===== config.mk =====
export PLATFORM = sky130hd
export DESIGN_NAME = text_disp_ctrl
export DESIGN_NICKNAME = d
export VERILOG_FILES = /design/src/rtl/text_disp_ctrl_pkg.sv /design/src/rtl/text_disp_ctrl_result_buf.sv /design/src/rtl/text_disp_ctrl.sv
export SDC_FILE = /design/constraint.sdc
export NUM_CORES = 1
export LEC_CHECK = 0
export CORE_ASPECT_RATIO = 0.9
export CORE_UTILIZATION = 52
export CTS_CLUSTER_DIAMETER = 80
export DETAILED_ROUTE_END_ITERATION = 8
export PLACE_DENSITY = 0.76
export SYNTH_ARGS = -nofsm -noshare
export SYNTH_HDL_FRONTEND = slang
export SYNTH_SLANG_ARGS = --single-unit

===== constraint.sdc =====
create_clock -name i_clk -period 3.1 [get_ports i_clk]
set_input_delay 0.62 -clock i_clk [delete_from_list [all_inputs] [get_ports i_clk]]
set_output_delay 0.62 -clock i_clk [all_outputs]
set_load 0.05 [all_outputs]

===== src/rtl/text_disp_ctrl_pkg.sv =====
// Shared types and constants for the RSA-to-text-overlay scheduler.
package text_disp_ctrl_pkg;

  // One hex digit per nibble of the displayed word.
  localparam int unsigned HEX_DIGITS = 8;
  localparam int unsigned DATA_W     = HEX_DIGITS * 4;

  // Batch scheduler states.
  typedef enum logic [1:0] {
    StIdle  = 2'd0,
    StLoad  = 2'd1,
    StWait  = 2'd2,
    StStore = 2'd3
  } state_e;

endpackage


===== src/rtl/text_disp_ctrl_result_buf.sv =====
// Plaintext result store: NUM_MSG words, per-entry valid bits, one write port,
// one asynchronous read port and a bulk valid clear.
module text_disp_ctrl_result_buf
  import text_disp_ctrl_pkg::*;
#(
  parameter int unsigned NUM_MSG = 4
) (
  input  logic                       i_clk,
  input  logic                       i_reset_n,
  input  logic                       i_we,
  input  logic [$clog2(NUM_MSG)-1:0] i_waddr,
  input  logic [DATA_W-1:0]          i_wdata,
  input  logic                       i_clear_valid,
  input  logic [$clog2(NUM_MSG)-1:0] i_raddr,
  output logic [DATA_W-1:0]          o_rdata,
  output logic [NUM_MSG-1:0]         o_valid
);

  logic [DATA_W-1:0]  r_mem [NUM_MSG];
  logic [NUM_MSG-1:0] r_valid;

  // Data words: written only by the STORE state.
  always_ff @(posedge i_clk or negedge i_reset_n) begin
    if (!i_reset_n) begin
      for (int unsigned i = 0; i < NUM_MSG; i++) begin
        r_mem[i] <= '0;
      end
    end else if (i_we) begin
      r_mem[i_waddr] <= i_wdata;
    end
  end

  // Valid bits: a batch start wipes them; data words are left in place.
  always_ff @(posedge i_clk or negedge i_reset_n) begin
    if (!i_reset_n) begin
      r_valid <= '0;
    end else if (i_clear_valid) begin
      r_valid <= '0;
    end else if (i_we) begin
      r_valid[i_waddr] <= 1'b1;
    end
  end

  assign o_rdata = r_mem[i_raddr];
  assign o_valid = r_valid;

endmodule


===== src/rtl/text_disp_ctrl.sv =====
// Batch scheduler between the RSA decrypt core and the VGA text overlay.
// Runs NUM_MSG ciphertexts through the core, buffers the plaintexts and
// refreshes the displayed word only on frame boundaries.
module text_disp_ctrl
  import text_disp_ctrl_pkg::*;
#(
  parameter int unsigned NUM_MSG = 4,
  parameter int unsigned TIMEOUT = 2**20
) (
  input  logic                       i_clk,
  input  logic                       i_reset_n,
  input  logic                       i_go,
  output logic [$clog2(NUM_MSG)-1:0] o_ct_idx,
  input  logic [DATA_W-1:0]          i_ct_word,
  output logic                       o_rsa_start,
  output logic [DATA_W-1:0]          o_rsa_cipher,
  input  logic                       i_rsa_done,
  input  logic [DATA_W-1:0]          i_rsa_plain,
  input  logic                       i_frame_tick,
  input  logic                       i_btn_next,
  output logic [DATA_W-1:0]          o_data,
  output logic                       o_dec_done,
  output logic [$clog2(NUM_MSG)-1:0] o_sel_idx,
  output logic                       o_busy,
  output logic                       o_err
);

  localparam int unsigned IW = $clog2(NUM_MSG);
  localparam int unsigned TW = $clog2(TIMEOUT);

  // FSM and datapath registers
  state_e            r_state;
  logic [IW-1:0]     r_ct_idx;
  logic              r_rsa_start;
  logic [DATA_W-1:0] r_cipher;
  logic [DATA_W-1:0] r_plain;
  logic              r_busy;
  logic              r_err;
  logic [TW-1:0]     r_tmo_cnt;

  // Selection and frame-synchronous display registers
  logic [IW-1:0]     r_pend_idx;
  logic [DATA_W-1:0] r_data;
  logic [IW-1:0]     r_sel_idx;
  logic              r_dec_done;

  // Buffer interface
  logic               w_buf_we;
  logic               w_clear_valid;
  logic [DATA_W-1:0]  w_rdata;
  logic [NUM_MSG-1:0] w_valid;

  // Next-valid search for btn_next
  logic               w_found;
  logic [IW-1:0]      w_next_idx;
  logic [IW-1:0]      w_cand;

  assign w_buf_we      = (r_state == StStore);
  assign w_clear_valid = (r_state == StIdle) && i_go;

  text_disp_ctrl_result_buf #(
    .NUM_MSG (NUM_MSG)
  ) u_result_buf (
    .i_clk         (i_clk),
    .i_reset_n     (i_reset_n),
    .i_we          (w_buf_we),
    .i_waddr       (r_ct_idx),
    .i_wdata       (r_plain),
    .i_clear_valid (w_clear_valid),
    .i_raddr       (r_pend_idx),
    .o_rdata       (w_rdata),
    .o_valid       (w_valid)
  );

  // Batch FSM: LOAD issues the start pulse, WAIT counts toward timeout,
  // STORE commits the captured plaintext and advances the index.
  always_ff @(posedge i_clk or negedge i_reset_n) begin
    if (!i_reset_n) begin
      r_state     <= StIdle;
      r_ct_idx    <= '0;
      r_rsa_start <= 1'b0;
      r_cipher    <= '0;
      r_plain     <= '0;
      r_busy      <= 1'b0;
      r_err       <= 1'b0;
      r_tmo_cnt   <= '0;
    end else begin
      r_rsa_start <= 1'b0;
      case (r_state)
        StIdle: begin
          if (i_go) begin
            r_state     <= StLoad;
            r_ct_idx    <= '0;
            r_err       <= 1'b0;
            r_busy      <= 1'b1;
            r_rsa_start <= 1'b1;
          end
        end
        StLoad: begin
          r_cipher  <= i_ct_word;
          r_tmo_cnt <= '0;
          r_state   <= StWait;
        end
        StWait: begin
          // A response in the final counted cycle still wins over the timeout.
          if (i_rsa_done) begin
            r_plain <= i_rsa_plain;
            r_state <= StStore;
          end else if (r_tmo_cnt == TW'(TIMEOUT - 1)) begin
            r_err   <= 1'b1;
            r_busy  <= 1'b0;
            r_state <= StIdle;
          end else if (r_tmo_cnt != '1) begin
            r_tmo_cnt <= r_tmo_cnt + 1'b1;
          end
        end
        StStore: begin
          if (r_ct_idx == IW'(NUM_MSG - 1)) begin
            r_busy  <= 1'b0;
            r_state <= StIdle;
          end else begin
            r_ct_idx    <= r_ct_idx + 1'b1;
            r_rsa_start <= 1'b1;
            r_state     <= StLoad;
          end
        end
        default: r_state <= StIdle;
      endcase
    end
  end

  // Find the next valid entry after pend_idx, wrapping; pend_idx itself is last.
  always_comb begin
    w_found    = 1'b0;
    w_next_idx = r_pend_idx;
    w_cand     = '0;
    for (int unsigned k = 1; k <= NUM_MSG; k++) begin
      w_cand = r_pend_idx + IW'(k);
      if (!w_found && w_valid[w_cand]) begin
        w_found    = 1'b1;
        w_next_idx = w_cand;
      end
    end
  end

  // Pending selection: advanced by btn_next in any FSM state.
  always_ff @(posedge i_clk or negedge i_reset_n) begin
    if (!i_reset_n) begin
      r_pend_idx <= '0;
    end else if (i_btn_next && w_found) begin
      r_pend_idx <= w_next_idx;
    end
  end

  // Display registers: sample the pre-edge buffer and pend_idx on frame_tick only,
  // so a same-cycle STORE or btn_next shows up one frame later.
  always_ff @(posedge i_clk or negedge i_reset_n) begin
    if (!i_reset_n) begin
      r_data     <= '0;
      r_sel_idx  <= '0;
      r_dec_done <= 1'b0;
    end else if (i_frame_tick) begin
      r_data     <= w_rdata;
      r_sel_idx  <= r_pend_idx;
      r_dec_done <= w_valid[r_pend_idx];
    end
  end

  // Operand is live from ct_word during the start pulse, then held from the register.
  assign o_rsa_cipher = (r_state == StLoad) ? i_ct_word : r_cipher;
  assign o_ct_idx     = r_ct_idx;
  assign o_rsa_start  = r_rsa_start;
  assign o_busy       = r_busy;
  assign o_err        = r_err;
  assign o_data       = r_data;
  assign o_sel_idx    = r_sel_idx;
  assign o_dec_done   = r_dec_done;

endmodule

==> key figures, run 1 <==
CTS
  • Post-CTS resize count: 0
  • Total CTS buffers: 27
  • Reg clk slew, reported paths: 60 ps
  • # clock sinks: 260
  • Postcts setup bufs: 0
  • Root Driver: clkbuf_16
  • Max H-tree Level: 1
  • Max Buffers Root-to-Sink: 3
  • CTS tree: done
  • Skew-Pair Late Insertion Delay: 520 ps
  • CTS Hold Bufs: 0

Synthesis
  • Yosys reg bits: 260
  • Synth Net Count: slightly above 800
  • Avg Synthesized Cell Area: 15.1 um^2
  • Seq/Total Area, Yosys: 58.7%
  • Netlist cell types: 50
  • Post-synth EDFFs: 0
  • Post-synthesis async set-or-reset flop share: 100%
  • Prevailing post-synth register cell: dfrtp_1
  • Mapped Area: around 11000 um^2
  • Syn Inst Count: 735
  • Yosys warns: 0

Critical path
  • Slowest stage delay, CP: 430 ps
  • WS Path Type: reg2out
  • Worst reg2reg setup slack: 480 ps
  • FF-to-FF path depth: 5
  • Crit path launch: r_state[1]$_DFFE_PN0P_
  • CP arrival: 2210 ps
  • CP endpoint kind: output port
  • Cell-by-cell trace of the critical path: inv_1 > ha_1 > buf_4 > mux2_2 > buf_12
  • Reg2reg end: r_tmo_cnt[6]$_DFFE_PN0P_
  • Slowest cell on crit path: dfrtp_1
  • Crit path launch type: register
  • Worst Path Required: about 2500 ps
  • Worst flop-to-flop path startpoint: r_tmo_cnt[4]$_DFFE_PN0P_
  • Crit Path Max Fanout: 37

Global routing
  • Global-route wire length before repair: 39.3 mm
  • Maximum number of pins on one net before global-route repair: 99
  • Vias in the first global route: 7353
  • Total track usage: 22.9%
  • Antenna violations before repair: 1
  • GRT overflow: 0

Placement
  • PortBufs: 141
  • Half-perimeter wire length after placement: 15.6 mm
  • Final Wtd Congestion: approximately 0.82

Pwr
  • Sw Pwr: 6.00 mW
  • Total power: between 15 and 20 mW
  • Power per cell area: 1190 nW/um^2
  • Power share of the clock group: 19.0%
  • Peak supply drop: 0.00104 V
  • Switching part of the total: 36.0%
  • Flop pwr share: 36.1%
  • Power Internal: 10.7 mW
  • Combinational Power Share: around 45%
  • Leak: approximately 6.2 nW

Drt
  • Post-DRT Antenna Nets: 0
  • DR WL/cell: 20.1 um
  • Post-route DRC violation count: 0
  • Drt via density: 5.70
  • Pre-antenna DRT Iters: 4
  • Post-Route WL: about 24 mm
  • Drt initial violations: 552
  • Routed vias: 6728

Timing
  • Final Hold Fails: 0
  • Layout Skew: 12.9 ps
  • Period minus WS final: approximately 2800 ps
  • Worst slew margin: 40.7%
  • Fmax: about 350 MHz
  • Slew Limit Fails: 0
  • Endpoints failing setup: 0
  • Fin Setup TNS: 0 ps
  • Final Cycle Share: 91.1%
  • Worst Tran Pin Value: 890 ps
  • RSZ-0062 raised after global routing: no

Final layout
  • Commonest non-fill, non-tap cell in the layout: dfrtp_1
  • Final net count: between 900 and 1000
  • Synth-to-Final Area Change: 26.6%
  • Most frequent cells in the layout: 258 x dfrtp_1, 227 x mux2_2, 107 x clkdlybuf4s50_1
  • Share of cells above drive strength 1: 40.9%
  • ANT cells: 0
  • # fillers: around 1400

Floorplanning
  • # IOs: 142
  • Initial core utilization: a little over half
  • Die Height: 140 um
  • Core ar.: 20800 um^2
  • Die area: 21900 um^2
  • Die width: 156 um
  • Num rows: 50

Hold path
  • HP Class: in2async

Job
  • Max-cap violations: 0

Run status
  • Status: finished, final reports clean
cell type report:
type	count	area [um^2]	area share, %
clock inverters	10	103	0.731
multi-input cells	427	4380	31.2
repair buffers	152	1880	13.4
flip-flops and latches	260	6510	46.4
clock buffers	39	781	5.56
well taps	286	358	2.55
inverters	6	22.5	0.161
critical path, delay by kind of cell (launching register included):
family	cells	cell delay (ps)
buffers and inverters	3	660
adders and majority gates	1	140
muxes	1	430
DFF	1	430
metrics by stage:
| stage | setup slack [ps] | hold slack [ps] | area (um^2) | instances | util [%] |
|---|---|---|---|---|---|
| 2_1_floorplan | 739 | 324 | 11100 | 735 | - |
| 3_3_place_gp | 669 | 470 | 13100 | 1131 | 63.1 |
| 3_5_place_dp | 559 | 475 | 13100 | 1131 | 63.1 |
| 4_1_cts | 242 | 60.0 | 14000 | 1180 | 67.4 |
| 5_1_grt | 144 | 68.8 | 14000 | 1180 | 67.4 |
| 6_report | 275 | 38.2 | 14000 | 1180 | 67.4 |
power by group through the flow:
stage / sequential, mW / combinational (mW) / clock, mW
finish: 6.03 / 7.48 / 3.17
global placement: 5.89 / 7.31 / 0
CTS: 6.04 / 7.55 / 3.25
detailed placement: 6.08 / 7.52 / 0
global route: 6.24 / 7.92 / 3.39
floorplan: 6.32 / 4.38 / 0
state kept, by name, summed over array words and instances, names as in the netlist, 2 cells and up:
| name | flops |
|---|---|
| u_result_buf.o_valid | 4 |
| r_pend_idx | 2 |
| o_ct_idx | 2 |
| r_cipher | 32 |
| o_sel_idx | 2 |
| r_state | 2 |
| o_data | 32 |
| r_plain | 32 |
| u_result_buf.r_mem | 128 |
| r_tmo_cnt | 20 |
how the worst max path moves through the flow:
stage	cells after the start	end
after floorplan	5	o_rsa_cipher[10]
after global placement	5	r_tmo_cnt[14]$_DFFE_PN0P_
after detailed placement	5	r_tmo_cnt[14]$_DFFE_PN0P_
after CTS	5	o_rsa_cipher[6]
after global routing	5	o_rsa_cipher[16]
final	5	o_rsa_cipher[18]
cells in the mapped netlist (4+ instances only):
master      n  area share, %
inv_1       6           0.20
o211ai_1    6           0.41
o31ai_1     6           0.41
nand2_1    30            1.0
nand2b_1    8           0.45
nor3_1      5           0.23
nand3_1    14           0.63
o21a_1      4           0.27
mux2i_1     7           0.63
a31oi_1     5           0.28
dfrtp_1   260             59
mux4_2     33            6.7
buf_1      16           0.54
ha_1        9            1.0
nor2_1     13           0.44
mux2_2    227             23
o21ai_0     7           0.32
a21oi_1    11           0.50
clkbuf_1   22           0.75
nor4_1      4           0.23
layer usage:
metal / track usage, % / vias up / wire [um]
li1: - / 2978 / -
met3: 6.37 / 43 / 1590
met4: 6.14 / 2 / 489
met1: 28.9 / 3490 / 9760
met2: 38.9 / 215 / 11900
met5: 0 / - / 14
cells by family (layout without fill, tap and decap cells):
| family | Yosys count | count (layout) | synth area share (%) |
|---|---|---|---|
| muxes | 268 | 268 | 30.5 |
| DFF | 260 | 260 | 58.7 |
| and+or+nand+nor | 95 | 95 | 4.44 |
| AOI/OAI and AO/OA | 53 | 53 | 3.29 |
| buffers and inverters | 48 | 207 | 1.83 |
| adders and majority gates | 9 | 9 | 1.02 |
| xor gates and xnor gates | 2 | 2 | 0.158 |
Power figures use the tool's default switching activity.
==> inputs of run 2 (changes only) <==
- CORE_UTILIZATION: 52 -> 60
- PLACE_DENSITY: 0.76 -> 0.86
==> key figures, run 2 (synthesis results as in run 1) <==
Critical path
  • Cell-by-cell trace of the critical path: inv_1 > ha_1 > buf_4 > mux2_2 > buf_12
  • WS Path Type: reg2out
  • Crit path launch: r_state[1]$_DFFE_PN0P_
  • CP endpoint kind: output port
  • Crit path launch type: register
  • Critical path endpoint: o_rsa_cipher[17]
  • Slowest stage delay, CP: 450 ps
  • Slowest cell on crit path: mux2_2
  • Worst reg2reg setup slack: 550 ps
  • WP depth: 5
  • WP buf/inv: 3
  • FF-to-FF path depth: 5
  • CP arrival: around 2200 ps
  • Reg2reg end: r_tmo_cnt[14]$_DFFE_PN0P_
  • Worst flop-to-flop path startpoint: r_tmo_cnt[4]$_DFFE_PN0P_
  • Worst Path Required: 2480 ps
  • Crit Path Max Fanout: 37
  • Top Family by Delay on Critical Path: buffers and inverters

Final layout
  • Most frequent cells in the layout: 258 x dfrtp_1, 227 x mux2_2, 107 x clkdlybuf4s50_1
  • ANT cells: 0
  • Max FFs per register: 128
  • Core Util, Final: 78.8%
  • Final net count: roughly 960
  • Synth-to-Final Area Change: 26.9%
  • Share of cells above drive strength 1: 41.3%
  • Largest Register: u_result_buf.r_mem
  • Final instance area: around 14000 um^2
  • Commonest non-fill, non-tap cell in the layout: dfrtp_1
  • Finished Layout Cells: 1136

Pwr
  • Peak supply drop: 0.00127 V
  • Switching part of the total: 36.0%
  • Power per cell area: 1210 nW/um^2
  • Sw Pwr: 6.12 mW
  • Power share of the clock group: 20.1%
  • Power Internal: 10.9 mW
  • Leak: 6.21 nW
  • Combinational Power Share: 44.7%
  • Total power: 17.0 mW
  • Flop pwr share: 35.2%

Global routing
  • Antenna violations before repair: 1
  • GRT overflow: 0
  • Global-route wire length before repair: 38.8 mm
  • Maximum number of pins on one net before global-route repair: 83
  • Total track usage: 26.3%
  • Vias in the first global route: 7343

Drt
  • Post-Route WL: roughly 24 mm
  • Pre-antenna DRT Iters: 4
  • Routed vias: 6724
  • Drt via density: 5.92
  • DR WL/cell: 21.4 um
  • Drt initial violations: 376
  • Post-route DRC violation count: 0
  • Post-DRT Antenna Nets: 0

Timing
  • Endpoints failing setup: 0
  • Worst Tran Pin Value: 1000 ps
  • Hold slack: approximately 80 ps
  • Fin Setup TNS: 0 ps
  • Final Hold Fails: 0
  • Fmax: 352 MHz
  • Final Cycle Share: 91.6%
  • Min setup slack post-route: 261 ps
  • Layout Skew: 10.8 ps
  • Period minus WS final: 2840 ps
  • RSZ-0062 raised after global routing: no
  • Slew Limit Fails: 0
  • Worst slew margin: 33.1%

CTS
  • # clock sinks: 260
  • Max H-tree Level: 1
  • Reg clk slew, reported paths: 70 ps
  • Root Driver: clkbuf_16
  • Skew-Pair Late Insertion Delay: about 520 ps
  • Postcts setup bufs: 0
  • CTS Hold Bufs: 0
  • Max Buffers Root-to-Sink: 3
  • CTS tree: done
  • Total CTS buffers: 27
  • Post-CTS resize count: 0

Placement
  • Half-perimeter wire length after placement: ~15 mm
  • Final Wtd Congestion: 0.833
  • PortBufs: around 140
  • # placed instances: 1087
  • Placed cell area: 13100 um^2
  • Dpl ws: between 500 and 600 ps

Floorplanning
  • Core ar.: 17800 um^2
  • Die area: approximately 19000 um^2
  • Die Height: roughly 130 um
  • Num rows: 46
  • Initial core utilization: 62.1%
  • Die width: 145 um
  • # IOs: 142

Run status
  • Status: finished, final reports clean

Hold path
  • HP Class: in2async

Job
  • Max-cap violations: 0
[run 2: cell count changes in the layout (fill, tap and decap cells not counted), sizes merged]
cell / delta
clkinvlp: -1
buf: +2
bufinv: +1
clkbuf: +4
clkinv: -4
[run 2: worst reg2reg max path, stage by stage, from the launching register on]
cell	delay, ps
dfrtp_1	450
nand4_2	180
or4_4	630
o21ai_2	680
nor2_1	100
or3_1	390
[run 2: worst min-delay path by stage]
| stage | startpoint | end | slack [ps] |
|---|---|---|---|
| 2_1_floorplan | i_reset_n | o_busy$_DFFE_PN0P_ | 320 |
| 3_3_place_gp | o_err$_DFFE_PN0P_ | o_err$_DFFE_PN0P_ | 470 |
| 3_5_place_dp | u_result_buf.r_mem[59]$_DFFE_PN0P_ | u_result_buf.r_mem[59]$_DFFE_PN0P_ | 490 |
| 4_1_cts | i_reset_n | r_tmo_cnt[1]$_DFFE_PN0P_ | 110 |
| 5_1_grt | i_reset_n | o_data[3]$_DFFE_PN0P_ | 130 |
| 6_report | i_reset_n | o_data[7]$_DFFE_PN0P_ | 80 |
[run 2: power groups by stage]
stage / clock network, mW / logic (mW) / registers [mW]
6_report: 3.43 / 7.61 / 5.99
5_1_grt: 3.60 / 8.00 / 6.18
4_1_cts: 3.47 / 7.68 / 5.98
3_5_place_dp: 0 / 7.59 / 6.00
3_3_place_gp: 0 / 7.36 / 5.80
2_1_floorplan: 0 / 4.38 / 6.32
[run 2: routing by layer]
metal	vias up	global-route usage (%)	share of wire, %
li1	2988	-	-
met1	3479	31.5	39
met2	209	47.3	52
met3	46	6.74	6.7
met4	2	8.36	2.2
met5	-	0	0.045
[run 2: final cells by class]
class                           count  area [um^2]
Multi-Input combinational cell    427         4380
Clock buffer                       43          856
Timing Repair Buffer              154         1880
Inverter                            6         22.5
Sequential cell                   260         6510
Clock inverter                      6          109
Fill cell                         941         3780
Tap cell                          240          300
==> inputs of run 3 (changes only) <==
- CORE_ASPECT_RATIO: 0.9 -> unset
==> key figures, run 3 (synthesis results as in run 1) <==
Final layout
  • Final instance area: 14000 um^2
  • Max FFs per register: 128
  • Final net count: 961
  • Synth-to-Final Area Change: 26.5%
  • Largest Register: u_result_buf.r_mem
  • # fillers: 1007
  • Commonest non-fill, non-tap cell in the layout: dfrtp_1
  • Share of cells above drive strength 1: 41.5%
  • ANT cells: 0
  • Most frequent cells in the layout: 258 x dfrtp_1, 227 x mux2_2, 107 x clkdlybuf4s50_1

Pwr
  • Peak supply drop: 0.00104 V
  • Sw Pwr: 6.06 mW
  • Switching part of the total: 36.1%
  • Power per cell area: 1200 nW/um^2
  • Total power: 16.8 mW
  • Combinational Power Share: between 40% and 50%
  • Power share of the clock group: 19.0%
  • Leak: roughly 6.2 nW
  • Power Internal: around 11 mW
  • Flop pwr share: 35.6%

Global routing
  • Vias in the first global route: ~7400
  • GRT overflow: 0
  • Maximum number of pins on one net before global-route repair: 85
  • Met1 usage: between 30% and 40%
  • Total track usage: 26.1%
  • Antenna violations before repair: 0
  • Routing usage on met3: ~5.8%
  • Global-route wire length before repair: 37.8 mm
  • Met2 GRT Util: 46.6%
  • GRT Max-Usage Layer: met2

Placement
  • Placed cell area: 13100 um^2
  • Final Wtd Congestion: 0.844
  • PortBufs: 141
  • Half-perimeter wire length after placement: around 15 mm

Critical path
  • Worst Path Required: 2480 ps
  • Reg2reg end: r_tmo_cnt[14]$_DFFE_PN0P_
  • Crit path launch: r_state[1]$_DFFE_PN0P_
  • Crit Path Max Fanout: 37
  • WP depth: 5
  • Crit path launch type: register
  • Critical path endpoint: o_rsa_cipher[30]
  • Top Family by Delay on Critical Path: buffers and inverters
  • Worst flop-to-flop path startpoint: r_tmo_cnt[4]$_DFFE_PN0P_
  • FF-to-FF path depth: 5
  • Slowest stage delay, CP: 440 ps
  • Worst reg2reg setup slack: 560 ps
  • WP buf/inv: 3
  • CP arrival: 2250 ps
  • Slowest cell on crit path: mux2_2
  • Cell-by-cell trace of the critical path: inv_1 > ha_1 > buf_4 > mux2_2 > buf_12
  • WS Path Type: reg2out
  • CP endpoint kind: output port

Drt
  • Drt initial violations: between 200 and 300
  • Post-route DRC violation count: 0
  • Post-DRT Antenna Nets: 0
  • Pre-antenna DRT Iters: 4
  • Post-Route WL: ~24 mm
  • Drt via density: 6.00
  • DR WL/cell: 21.1 um
  • Routed vias: between 6000 and 7000

Floorplanning
  • Die area: 19000 um^2
  • Die Height: 138 um
  • Die width: 138 um
  • # IOs: 142
  • Num rows: 49
  • Initial core utilization: 61.5%
  • Core ar.: 18000 um^2

CTS
  • Skew-Pair Late Insertion Delay: 530 ps
  • Postcts setup bufs: 0
  • CTS tree: done
  • Max H-tree Level: 1
  • Max Buffers Root-to-Sink: 3
  • Reg clk slew, reported paths: 60 ps
  • # clock sinks: between 200 and 300
  • Post-CTS resize count: 0
  • Total CTS buffers: 27
  • Root Driver: clkbuf_16
  • CTS Hold Bufs: 0

Timing
  • Period minus WS final: 2870 ps
  • Worst Tran Pin Value: a little over 800 ps
  • Final Cycle Share: 92.6%
  • Final Hold Fails: 0
  • RSZ-0062 raised after global routing: no
  • Endpoints failing setup: 0
  • Fin Setup TNS: 0 ps
  • Layout Skew: 12.6 ps
  • Worst slew margin: 46.3%
  • Fmax: about 350 MHz
  • Slew Limit Fails: 0

Job
  • Max-cap violations: 0

Run status
  • Status: finished, final reports clean

Hold path
  • HP Class: in2async
-- run 3: changes by cell type in the layout (fill, tap and decap cells not counted), sizes merged --
cell / previous run / this run
buf: 47 / 53
inv: 6 / 7
clkbuf: 43 / 37
clkinvlp: 0 / 1
bufinv: 3 / 2
-- run 3: layer usage --
metal	vias to the layer above	routed length (um)	share of wire [%]
li1	2994	-	-
met1	3522	9690	41
met2	198	12300	52
met3	39	1400	5.9
met4	0	430	1.8
met5	-	0	0
-- run 3: worst min-delay path by stage --
stage,from,endpoint,slack [ps]
5_1_grt,i_reset_n,r_plain[6]$_DFFE_PN0P_,140
3_5_place_dp,o_err$_DFFE_PN0P_,o_err$_DFFE_PN0P_,480
6_report,i_reset_n,u_result_buf.r_mem[67]$_DFFE_PN0P_,100
2_1_floorplan,i_reset_n,o_busy$_DFFE_PN0P_,320
3_3_place_gp,r_tmo_cnt[9]$_DFFE_PN0P_,r_tmo_cnt[9]$_DFFE_PN0P_,470
4_1_cts,i_reset_n,r_plain[6]$_DFFE_PN0P_,110
-- run 3: power by group through the flow --
stage | Sequential [mW] | Clock [mW] | Combinational (mW)
after global placement | 5.80 | 0 | 7.39
final | 5.97 | 3.19 | 7.63
after detailed placement | 5.99 | 0 | 7.63
after CTS | 5.96 | 3.25 | 7.70
after floorplan | 6.32 | 0 | 4.38
after global routing | 6.16 | 3.37 | 8.03
-- run 3: area by class of cell --
class	instances	area, um^2	area share [%]
inverter	6	22.5	0.161
sequential	260	6510	46.4
tap	229	287	2.04
clock inverter	7	97.6	0.696
clock buffer	37	783	5.59
multi-input combinational	427	4380	31.3
timing repair buffer	160	1940	13.8
-- run 3: per-stage QoR --
step	setup WS [ps]	util [%]	instances	hold slack [ps]
after floorplan	739	-	735	324
after global placement	635	72.9	1082	469
after detailed placement	579	72.9	1082	484
after CTS	218	77.8	1126	110
after global routing	131	77.8	1126	138
final	230	77.8	1126	95.8
